[src/rtl/phase_timer_if.sv]
// Time-select interface between the controller (master) and phase_timer (slave).
// PHASE_TIMER_PAUSE_EN adds the pause request to the bundle.
interface phase_timer_if #(
  parameter int TW = 19
);
  logic [3:0]    present_state;
  logic [TW-1:0] tin;
  logic          timeout;
  logic          expired;
  logic          busy;
  logic [TW-1:0] remaining;
`ifdef PHASE_TIMER_PAUSE_EN
  logic          pause;

  modport master (
    output present_state, tin, pause,
    input  timeout, expired, busy, remaining
  );

  modport slave (
    input  present_state, tin, pause,
    output timeout, expired, busy, remaining
  );
`else
  modport master (
    output present_state, tin,
    input  timeout, expired, busy, remaining
  );

  modport slave (
    input  present_state, tin,
    output timeout, expired, busy, remaining
  );
`endif
endinterface

[src/rtl/phase_timer.sv]
// Phase interval timer: loads tin one cycle after a controller state change and counts it down.
// Optional PHASE_TIMER_PAUSE_EN adds a pause input that freezes counting in COUNT.
//
// state    | meaning
// ---------+--------------------------------------------------------------
// IDLE     | untimed state or post-reset; waits for a state change
// LOAD     | one cycle after a change; samples tin from the selector
// COUNT    | prescaler running, cnt decrements once per PRESCALE cycles
// EXPIRED  | interval elapsed; expired held until the next state change
module phase_timer #(
  parameter int PRESCALE = 50000,
  parameter int TW       = 19
) (
  input  logic          clk,
  input  logic          rst_n,
  phase_timer_if.slave  tif
);

  localparam int PW = (PRESCALE > 1) ? $clog2(PRESCALE) : 1;
  localparam logic [PW-1:0] PS_LAST = PW'(PRESCALE - 1);

  localparam logic [1:0] ST_IDLE    = 2'd0;
  localparam logic [1:0] ST_LOAD    = 2'd1;
  localparam logic [1:0] ST_COUNT   = 2'd2;
  localparam logic [1:0] ST_EXPIRED = 2'd3;

  logic [1:0]    state_q, state_d;
  logic [3:0]    prev_state_q;
  logic [TW-1:0] cnt_q, cnt_d;
  logic [PW-1:0] ps_q, ps_d;
  logic          timeout_q, timeout_d;
  logic          expired_q, expired_d;
  logic          busy_q, busy_d;
  logic          change;
  logic          hold;

  assign change = (tif.present_state != prev_state_q);

`ifdef PHASE_TIMER_PAUSE_EN
  assign hold = tif.pause;
`else
  assign hold = 1'b0;
`endif

  always_comb begin
    state_d   = state_q;
    cnt_d     = cnt_q;
    ps_d      = ps_q;
    timeout_d = 1'b0;
    expired_d = expired_q;

    // A state change outranks every other transition, including expiry.
    if (change) begin
      state_d   = ST_LOAD;
      ps_d      = '0;
      expired_d = 1'b0;
    end else begin
      case (state_q)
        ST_LOAD: begin
          ps_d = '0;
          if (tif.tin == '0) begin
            cnt_d   = '0;
            state_d = ST_IDLE;
          end else begin
            cnt_d   = tif.tin;
            state_d = ST_COUNT;
          end
        end
        ST_COUNT: begin
          if (!hold) begin
            if (ps_q == PS_LAST) begin
              ps_d  = '0;
              cnt_d = cnt_q - 1'b1;
              if (cnt_q == TW'(1)) begin
                timeout_d = 1'b1;
                expired_d = 1'b1;
                state_d   = ST_EXPIRED;
              end
            end else begin
              ps_d = ps_q + 1'b1;
            end
          end
        end
        ST_EXPIRED: begin
          cnt_d     = '0;
          expired_d = 1'b1;
        end
        default: begin
          state_d = ST_IDLE;
        end
      endcase
    end
  end

  assign busy_d = (state_d == ST_LOAD) || (state_d == ST_COUNT);

  always_ff @(posedge clk or negedge rst_n) begin
    if (!rst_n) begin
      state_q      <= ST_IDLE;
      prev_state_q <= 4'b0000;
      cnt_q        <= '0;
      ps_q         <= '0;
      timeout_q    <= 1'b0;
      expired_q    <= 1'b0;
      busy_q       <= 1'b0;
    end else begin
      state_q      <= state_d;
      prev_state_q <= tif.present_state;
      cnt_q        <= cnt_d;
      ps_q         <= ps_d;
      timeout_q    <= timeout_d;
      expired_q    <= expired_d;
      busy_q       <= busy_d;
    end
  end

  assign tif.timeout   = timeout_q;
  assign tif.expired   = expired_q;
  assign tif.busy      = busy_q;
  assign tif.remaining = cnt_q;

endmodule
[src/flat_wrapper.sv]
// flat-port wrapper written by rule: the top's interface ports become plain ports
module phase_timer_flat 
#(
  parameter int PRESCALE = 50000,
  parameter int TW       = 19
)
  (clk, rst_n, tif_present_state, tif_tin, tif_timeout, tif_expired, tif_busy, tif_remaining);
  phase_timer_if #(.TW(TW)) tif_i ();
  input  logic clk;
  input  logic rst_n;
  input wire logic [$bits(tif_i.present_state)-1:0] tif_present_state;
  input wire logic [$bits(tif_i.tin)-1:0] tif_tin;
  output wire logic [$bits(tif_i.timeout)-1:0] tif_timeout;
  output wire logic [$bits(tif_i.expired)-1:0] tif_expired;
  output wire logic [$bits(tif_i.busy)-1:0] tif_busy;
  output wire logic [$bits(tif_i.remaining)-1:0] tif_remaining;
  assign tif_i.present_state = tif_present_state;
  assign tif_i.tin = tif_tin;
  assign tif_timeout = tif_i.timeout;
  assign tif_expired = tif_i.expired;
  assign tif_busy = tif_i.busy;
  assign tif_remaining = tif_i.remaining;
  phase_timer #(.PRESCALE(PRESCALE), .TW(TW)) u_core (.clk(clk), .rst_n(rst_n), .tif(tif_i));
endmodule
[config.mk]
export PLATFORM = sky130hd
export DESIGN_NAME = phase_timer_flat
export DESIGN_NICKNAME = d
export VERILOG_FILES = /design/src/rtl/phase_timer_if.sv /design/src/rtl/phase_timer.sv /design/src/flat_wrapper.sv
export SDC_FILE = /design/constraint.sdc
export NUM_CORES = 1
export LEC_CHECK = 0
export CAP_MARGIN = 20
export CORE_ASPECT_RATIO = 0.7
export CORE_MARGIN = 2
export CORE_UTILIZATION = 45
export DETAILED_ROUTE_END_ITERATION = 8
export HOLD_SLACK_MARGIN = 0.03
export PLACE_DENSITY_LB_ADDON = 0.3
export SKIP_LAST_GASP = 1
export SYNTH_ARGS = -nofsm -noshare
export SYNTH_HDL_FRONTEND = slang
export SYNTH_SLANG_ARGS = --single-unit
[constraint.sdc]
create_clock -name clk -period 2.05 [get_ports clk]
set_clock_uncertainty 0.2 [all_clocks]
set_input_delay 0.3075 -clock clk [delete_from_list [all_inputs] [get_ports clk]]
set_output_delay 0.3075 -clock clk [all_outputs]
set_load 0.03 [all_outputs]
==> impl_metrics.env, run 1 <==
export IMPL_crit_path_start_kind="register"
export IMPL_placed_area_um2=3746
export IMPL_drt_iter0_drc=309
export IMPL_cts_sinks=44
export IMPL_clkTransAtPathRegs_ns=0.09
export IMPL_syn_avg_cell_area_um2=9.140
export IMPL_worst_setup_path_end_kind="register"
export IMPL_fmax_mhz=472.9
export IMPL_ys_seq_area_frac=0.4084
export IMPL_path_max_fanout=7
export IMPL_rsz0062_at_grt="yes"
export IMPL_cts_buffers=5
export IMPL_final_nets=440
export IMPL_die_w_um=96.52
export IMPL_design_area_um2=4069
export IMPL_period_share=1.032
export IMPL_ys_ff_latch=44
export IMPL_drt_total_wl_mm=8.876
export IMPL_detail_route_wl_per_cell_um=18.41
export IMPL_period_needed_ns=2.115
export IMPL_cts_root_buf="clkbuf_8"
export IMPL_final_setup_viol_count=10
export IMPL_cpMaxStageDelayCell="a211o_4"
export IMPL_insertion_delay_ns=0.31
export IMPL_netlist_area_um2=2696
export IMPL_violations="negative setup slack"
export IMPL_dieArea_um2=6637
export IMPL_multi_input_area_um2=1669
export IMPL_grt_usage=0.2757
export IMPL_maxCapViolCount=0
export IMPL_hold_path_class="in2reg"
export IMPL_final_seq_area_um2=1110
export IMPL_grt_pass1_vias=2723
export IMPL_critPathArrivalTime_ns=2.12
export IMPL_synth_edf_count=0
export IMPL_slew_violations=0
export IMPL_htree_levels=2
export IMPL_area_growth_pct=50.90
export IMPL_routed_via_count=2965
export IMPL_grt_overflow_total=0
export IMPL_relSlewSlack=0.6187
export IMPL_synthFlopType="dfrtp_1"
export IMPL_synth_nets=329
export IMPL_via_per_inst=6.151
export IMPL_fp_row_count=23
export IMPL_pre_cts_ws_ns=-0.3982
export IMPL_io_pins=47
export IMPL_final_antenna_net_count=0
export IMPL_fp_coreArea_um2=5756
export IMPL_power_per_cell_area_nw_per_um2=917.9
export IMPL_antenna_cells=0
export IMPL_clock_path_buffers=2
export IMPL_layout_drive_gt1_share=0.2826
export IMPL_synthDistinctLibCells=53
export IMPL_dp_hpwl_mm=6.335
export IMPL_synth_cells=295
export IMPL_grt_max_degree=45
export IMPL_nFillCells=416
export IMPL_start_util=0.4685
export IMPL_hold_violations=0
export IMPL_antenna_found_initial=0
export IMPL_slowest_delay_ns=0.40
export IMPL_fin_ws_ns=-0.06480
export IMPL_crit_chain="ha_2, and4b_1, nand4_2, a211o_4, buf_6, a221o_1"
export IMPL_drc=0
export IMPL_grt_pass1_wl_mm=13.65
export IMPL_p_leak_nw=1.720
export IMPL_yosysWarningCount=0
export IMPL_place_port_buffers=46
export IMPL_async_flop_share=1.000
export IMPL_place_inst=468
export IMPL_gp_congestion=0.9393
export IMPL_ir_worst_vdd_uv=661.4
export IMPL_die_height_um=68.77
export IMPL_final_cells=482
export IMPL_final_util=0.7070
export IMPL_tightest_slew_ns=0.5699
export IMPL_dr_pass1_iters=5
export IMPL_critical_path_class="reg2reg"
export IMPL_cts_tree="yes"
export IMPL_critPathRequiredTime_ns=2.05
export IMPL_status="complete, but fails checks"
[worst max-delay path, delay by kind of cell, from the launching register on]
family	cells	cell delay (ns)
AOI/OAI and AO/OA	2	0.74
and+or+nand+nor	2	0.37
DFF	1	0.36
adders and majority gates	1	0.19
buffers and inverters	1	0.15
[stage by stage]
step           hold slack (ns)  TNS [ns]  power, W
5_1_grt                 0.2852    -1.650  0.003928
3_5_place_dp            0.1104    -7.105  0.002958
3_3_place_gp            0.1057    -3.948  0.002925
2_1_floorplan          -0.1881   -0.2410  0.002095
6_report                0.2863   -0.2229  0.003735
4_1_cts                 0.2794   -0.2305  0.003657
[area by class of cell]
class	count	area share
Multi-Input combinational cell	229	0.4102
Inverter	8	0.007380
Timing Repair Buffer	118	0.2601
Tap cell	75	0.02306
Clock inverter	2	0.008610
Clock buffer	6	0.01784
Sequential cell	44	0.2728
[power by group]
part | switching [W] | leakage (nW) | total, W | internal [W]
Sequential | 0.000217 | 0.558 | 0.00125 | 0.00103
Combinational | 0.00101 | 1.11 | 0.00181 | 0.000792
Clock | 0.000315 | 0.0552 | 0.000677 | 0.000362
Total | 0.00155 | 1.72 | 0.00373 | 0.00219
[layer usage]
metal / global-route usage / routed length, um
met4: 0.1021 / 140
met3: 0.06630 / 853
met2: 0.3681 / 3776
met5: 0 / 0
met1: 0.4249 / 4106
[final timing paths]
path / cells after the start / startpoint / end / slack (ns)
setup / recovery: 6 / u_core.ps_q[1] / u_core.tif.remaining[13] / -0.06
hold / removal: 1 / tif_present_state[3] / u_core.prev_state_q[3] / 0.29
setup reg to reg: 6 / u_core.ps_q[1] / u_core.tif.remaining[13] / -0.06
hold reg to reg: 2 / u_core.tif.remaining[6] / u_core.tif.remaining[6] / 0.40
max in group asynchronous: 3 / rst_n / u_core.tif.remaining[8] / 1.13
min in group asynchronous: 3 / rst_n / u_core.tif.remaining[18] / 0.30
[cells in the mapped netlist, types with 2 or more instances]
library cell	instances	area share
nand3_1	19	0.035
a21oi_1	14	0.026
inv_1	8	0.011
a31oi_1	6	0.014
a221o_1	2	0.0074
a22o_1	2	0.0065
ha_1	9	0.042
nor2_1	23	0.032
nor3_1	9	0.017
xnor2_1	4	0.013
a32oi_1	2	0.0065
or3_1	2	0.0046
and2_1	3	0.0070
nor4_1	11	0.026
or4_1	4	0.011
o31ai_1	4	0.011
nor4_2	2	0.0093
o2111ai_1	7	0.023
o2bb2ai_1	2	0.0065
xor2_1	11	0.036
clkbuf_1	11	0.015
dfrtp_1	44	0.41
and3_1	8	0.019
nand4_1	4	0.0093
o21ai_0	18	0.033
nand4b_1	3	0.0097
nand2_1	22	0.031
nand3b_1	2	0.0056
o211ai_1	3	0.0084
a22oi_1	9	0.025
nor3b_1	2	0.0056
o31a_1	4	0.013
[timing repair]
item	CTS	global route
cloned	1	0
hold buffers	1	0
pin swaps	9	11
endpoints found under the setup margin	13	33
setup buffers	2	2
endpoints found under the hold margin	44	0
gates resized for setup	20	32
[flip-flops by register name, summed over array words and instances, names as in the netlist]
signal,cells
u_core.ps_q,16
u_core.tif.remaining,19
u_core.tif.busy,1
u_core.tif.timeout,1
u_core.prev_state_q,4
u_core.tif.expired,1
u_core.state_q,2
[layout by cell type, fill, tap and decap left out, types with 4 or more instances in the layout]
master / n
clkdlybuf4s50_1: 34
inv_1: 8
dlygate4sd2_1: 7
xor2_1: 11
dfrtp_1: 37
o31a_1: 4
nor3_1: 9
a22oi_1: 8
nand3_1: 18
xnor2_1: 4
ha_1: 6
nor4_1: 7
clkbuf_8: 5
o21ai_1: 7
nor2_1: 22
a31oi_1: 6
dfrtp_2: 7
nand2_1: 21
o21ai_0: 11
o2111ai_1: 5
a21oi_1: 13
and3_1: 8
buf_4: 60
buf_6: 9
nand4_1: 4
dlymetal6s2s_1: 4
or4_1: 4
[cell families after synthesis]
| group | after synthesis | synth area share |
|---|---|---|
| buffers and inverters | 22 | 0.03387 |
| DFF | 44 | 0.4084 |
| and+or+nand+nor | 123 | 0.2575 |
| AOI/OAI and AO/OA | 82 | 0.2098 |
| adders and majority gates | 9 | 0.04176 |
| xor gates and xnor gates | 15 | 0.04872 |
Power figures use the tool's default switching activity.
==> inputs of run 2 (changes only) <==
Settings changed: SLEW_MARGIN set to 20.
==> results of run 2 <==
Final layout, timing and power as in run 1 (identical DEF).
==> inputs of run 3 (changes only) <==
Settings changed: ABC_AREA set to 1, SETUP_SLACK_MARGIN set to 0.1.
==> run 3 against run 2 <==
Effect of this change:
- the flow now finishes without violations
- fmax up 10%
- register-to-register slack better by 0.25 ns
- non-clock buffer count down 38
- flip-flop and latch count unchanged
- sequential share of layout area up 1.2 points
- core utilization down 8.9 points
- area after synthesis up 8.1%
- critical path depth down 5
- design area down 5.1%
- combinational power down 19%
- count of clock-buffer cells in the layout unchanged
- global-route usage down 2.9 points
- critical path type is now reg2out
- highest routed layer unchanged
==> impl_metrics.env, run 3 <==
export IMPL_status="complete, no violations"
export IMPL_ir_worst_vdd_uv=679.7
export IMPL_critPathArrivalTime_ns=1.41
export IMPL_drt_total_wl_mm=8.552
export IMPL_final_nets=541
export IMPL_antenna_cells=0
export IMPL_critPathRequiredTime_ns=1.54
export IMPL_worst_setup_path_end_kind="primary output"
export IMPL_syn_avg_cell_area_um2=6.809
export IMPL_cpMaxStageDelayCell="clkdlybuf4s50_1"
export IMPL_crit_path_start_kind="register"
export IMPL_async_flop_share=1.000
export IMPL_power_per_cell_area_nw_per_um2=834.8
export IMPL_antenna_found_initial=0
export IMPL_fp_coreArea_um2=6246
export IMPL_synth_cells=428
export IMPL_reg2reg_from="u_core.state_q[0]"
export IMPL_crit_chain="clkdlybuf4s50_1"
export IMPL_largest_reg_flops=19
export IMPL_r2r_slack_ns=0.19
export IMPL_yosysTopAreaCell="dfrtp_1"
export IMPL_synth_top_cells_by_area="dfrtp_1 (38%), nand2_1 (15%), nor2_1 (9.4%), nand3_1 (6.5%), inv_1 (5.9%)"
export IMPL_die_w_um=100.2
export IMPL_layout_commonest_cell="nand2_1"
export IMPL_grt_pass1_wl_mm=14.11
export IMPL_drt_iter0_drc=310
export IMPL_routed_via_count=3134
export IMPL_critical_path_class="reg2out"
export IMPL_dr_pass1_iters=5
export IMPL_yosys_top_cells_count="nand2_1 (116), nor2_1 (73), inv_1 (46)"
export IMPL_dp_hpwl_mm=6.542
export IMPL_period_share=0.9349
export IMPL_final_antenna_net_count=0
export IMPL_p_leak_nw=1.843
export IMPL_finalSetupTns_ns=0
export IMPL_slowest_delay_ns=0.69
export IMPL_drc=0
export IMPL_nFillCells=588
export IMPL_yosysMostFrequentCell="nand2_1"
export IMPL_cts_buffers=5
export IMPL_io_pins=47
export IMPL_cts_tree="yes"
export IMPL_final_setup_viol_count=0
export IMPL_final_util=0.6184
export IMPL_synth_nets=462
export IMPL_start_util=0.4665
export IMPL_clock_path_buffers=2
export IMPL_fmax_mhz=521.8
export IMPL_path_buf_inv=1
export IMPL_cts_root_buf="clkbuf_8"
export IMPL_hold_violations=0
export IMPL_clkTransAtPathRegs_ns=0.09
export IMPL_cts_sinks=44
export IMPL_dieArea_um2=7145
export IMPL_grt_max_degree=20
export IMPL_insertion_delay_ns=0.30
export IMPL_grt_overflow_total=0
export IMPL_ys_seq_area_frac=0.3778
export IMPL_die_height_um=71.33
export IMPL_r2r_end="u_core.ps_q[10]"
export IMPL_final_cell_mix="nand2_1 (113), nor2_1 (67), inv_1 (44), dfrtp_1 (44), nand3_1 (37)"
export IMPL_yosys_area_top_type_share=0.3778
export IMPL_path_delay_family="buffers and inverters"
export IMPL_r2r_cells=9
export IMPL_via_per_inst=5.357
export IMPL_grt_usage=0.2466
export IMPL_fp_row_count=24
export IMPL_path_max_fanout=5
export IMPL_relSlewSlack=0.7208
export IMPL_slew_violations=0
export IMPL_synth_edf_count=0
export IMPL_yosysWarningCount=0
export IMPL_gp_congestion=0.9298
export IMPL_htree_levels=2
export IMPL_synthDistinctLibCells=29
export IMPL_ys_ff_latch=44
export IMPL_layout_drive_gt1_share=0.1440
export IMPL_detail_route_wl_per_cell_um=14.62
export IMPL_synthFlopType="dfrtp_1"
export IMPL_place_port_buffers=46
export IMPL_tightest_slew_ns=0.4188
export IMPL_rsz0062_at_grt="yes"
export IMPL_hold_path_class="in2async"
export IMPL_maxCapViolCount=0
export IMPL_final_cells=585
export IMPL_netlist_area_um2=2914
export IMPL_area_growth_pct=32.55
export IMPL_period_needed_ns=1.917
export IMPL_grt_pass1_vias=2953
export IMPL_place_inst=568
-- run 3: changes by cell type in the layout (fill, tap and decap cells not counted), sizes merged, moves of 5 or more --
| cell | before | now |
|---|---|---|
| a22oi | 9 | 2 |
| and3 | 8 | 1 |
| a31oi | 6 | 1 |
| o21ai | 19 | 33 |
| inv | 8 | 48 |
| nor2 | 23 | 77 |
| o2111ai | 7 | 0 |
| buf | 72 | 34 |
| nand3 | 19 | 39 |
| nand2 | 22 | 119 |
| nor4 | 13 | 0 |
-- run 3: routing by layer --
layer	part of all wire	vias up	global-route usage
met4	0.0085	0	0.05936
met5	0	-	0
met2	0.42	130	0.3542
met3	0.086	10	0.04878
li1	-	1536	-
met1	0.48	1458	0.3802
-- run 3: area by class of cell --
type                    count  area, um2  area share
clock buffers               6      72.57     0.01879
clock inverters             1      5.005    0.001296
inverters                  48      182.7     0.04730
multi-input cells         328       1649      0.4270
flip-flops and latches     44       1101      0.2851
well taps                  78      97.59     0.02527
repair buffers             80      754.5      0.1953
-- run 3: worst max-delay path by stage --
stage	from	to	slack [ns]	depth (start not counted)
floorplan	u_core.tif.remaining[0]	u_core.tif.remaining[14]	0.14	11
global placement	tif_present_state[1]	u_core.ps_q[10]	-0.09	8
detailed placement	tif_present_state[1]	u_core.ps_q[9]	-0.15	8
CTS	u_core.tif.remaining[9]	tif_remaining[9]	0.10	1
global route	u_core.tif.remaining[2]	u_core.tif.remaining[11]	0.08	8
finish	u_core.tif.remaining[2]	tif_remaining[2]	0.13	1
-- run 3: metrics by stage --
stage                     hold slack, ns  total power [W]  cell area [um2]  setup WS [ns]
after floorplan                  -0.1881         0.002058             2914         0.1388
after global placement           0.06894         0.002647             3615       -0.08643
after detailed placement         0.07093         0.002676             3615        -0.1524
after CTS                         0.2823         0.003178             3707         0.1005
after global routing              0.2859         0.003434             3862        0.08195
final                             0.2688         0.003225             3862         0.1334
-- run 3: report_power, final --
part	switching, W	total, W	internal (W)
logic	0.000928	0.00147	0.000542
clock network	0.000299	0.000531	0.000232
registers	0.000207	0.00122	0.00102
total	0.00143	0.00322	0.00179
-- run 3: repair_timing --
action | CTS | global route
hold endpoints to repair | 17 | 0
endpoints found under the setup margin | 19 | 41
buffers inserted | 1 | 8
pin swaps | 0 | 8
gates resized for setup | 9 | 31
hold buffers | 1 | 0
-- run 3: logic make-up after synthesis --
| family | after synthesis | synth area share |
|---|---|---|
| AOI/OAI and AO/OA | 52 | 0.1000 |
| and+or+nand+nor | 259 | 0.3778 |
| buffers and inverters | 56 | 0.08158 |
| xor gates and xnor gates | 8 | 0.02405 |
| adders and majority gates | 9 | 0.03864 |
| DFF | 44 | 0.3778 |
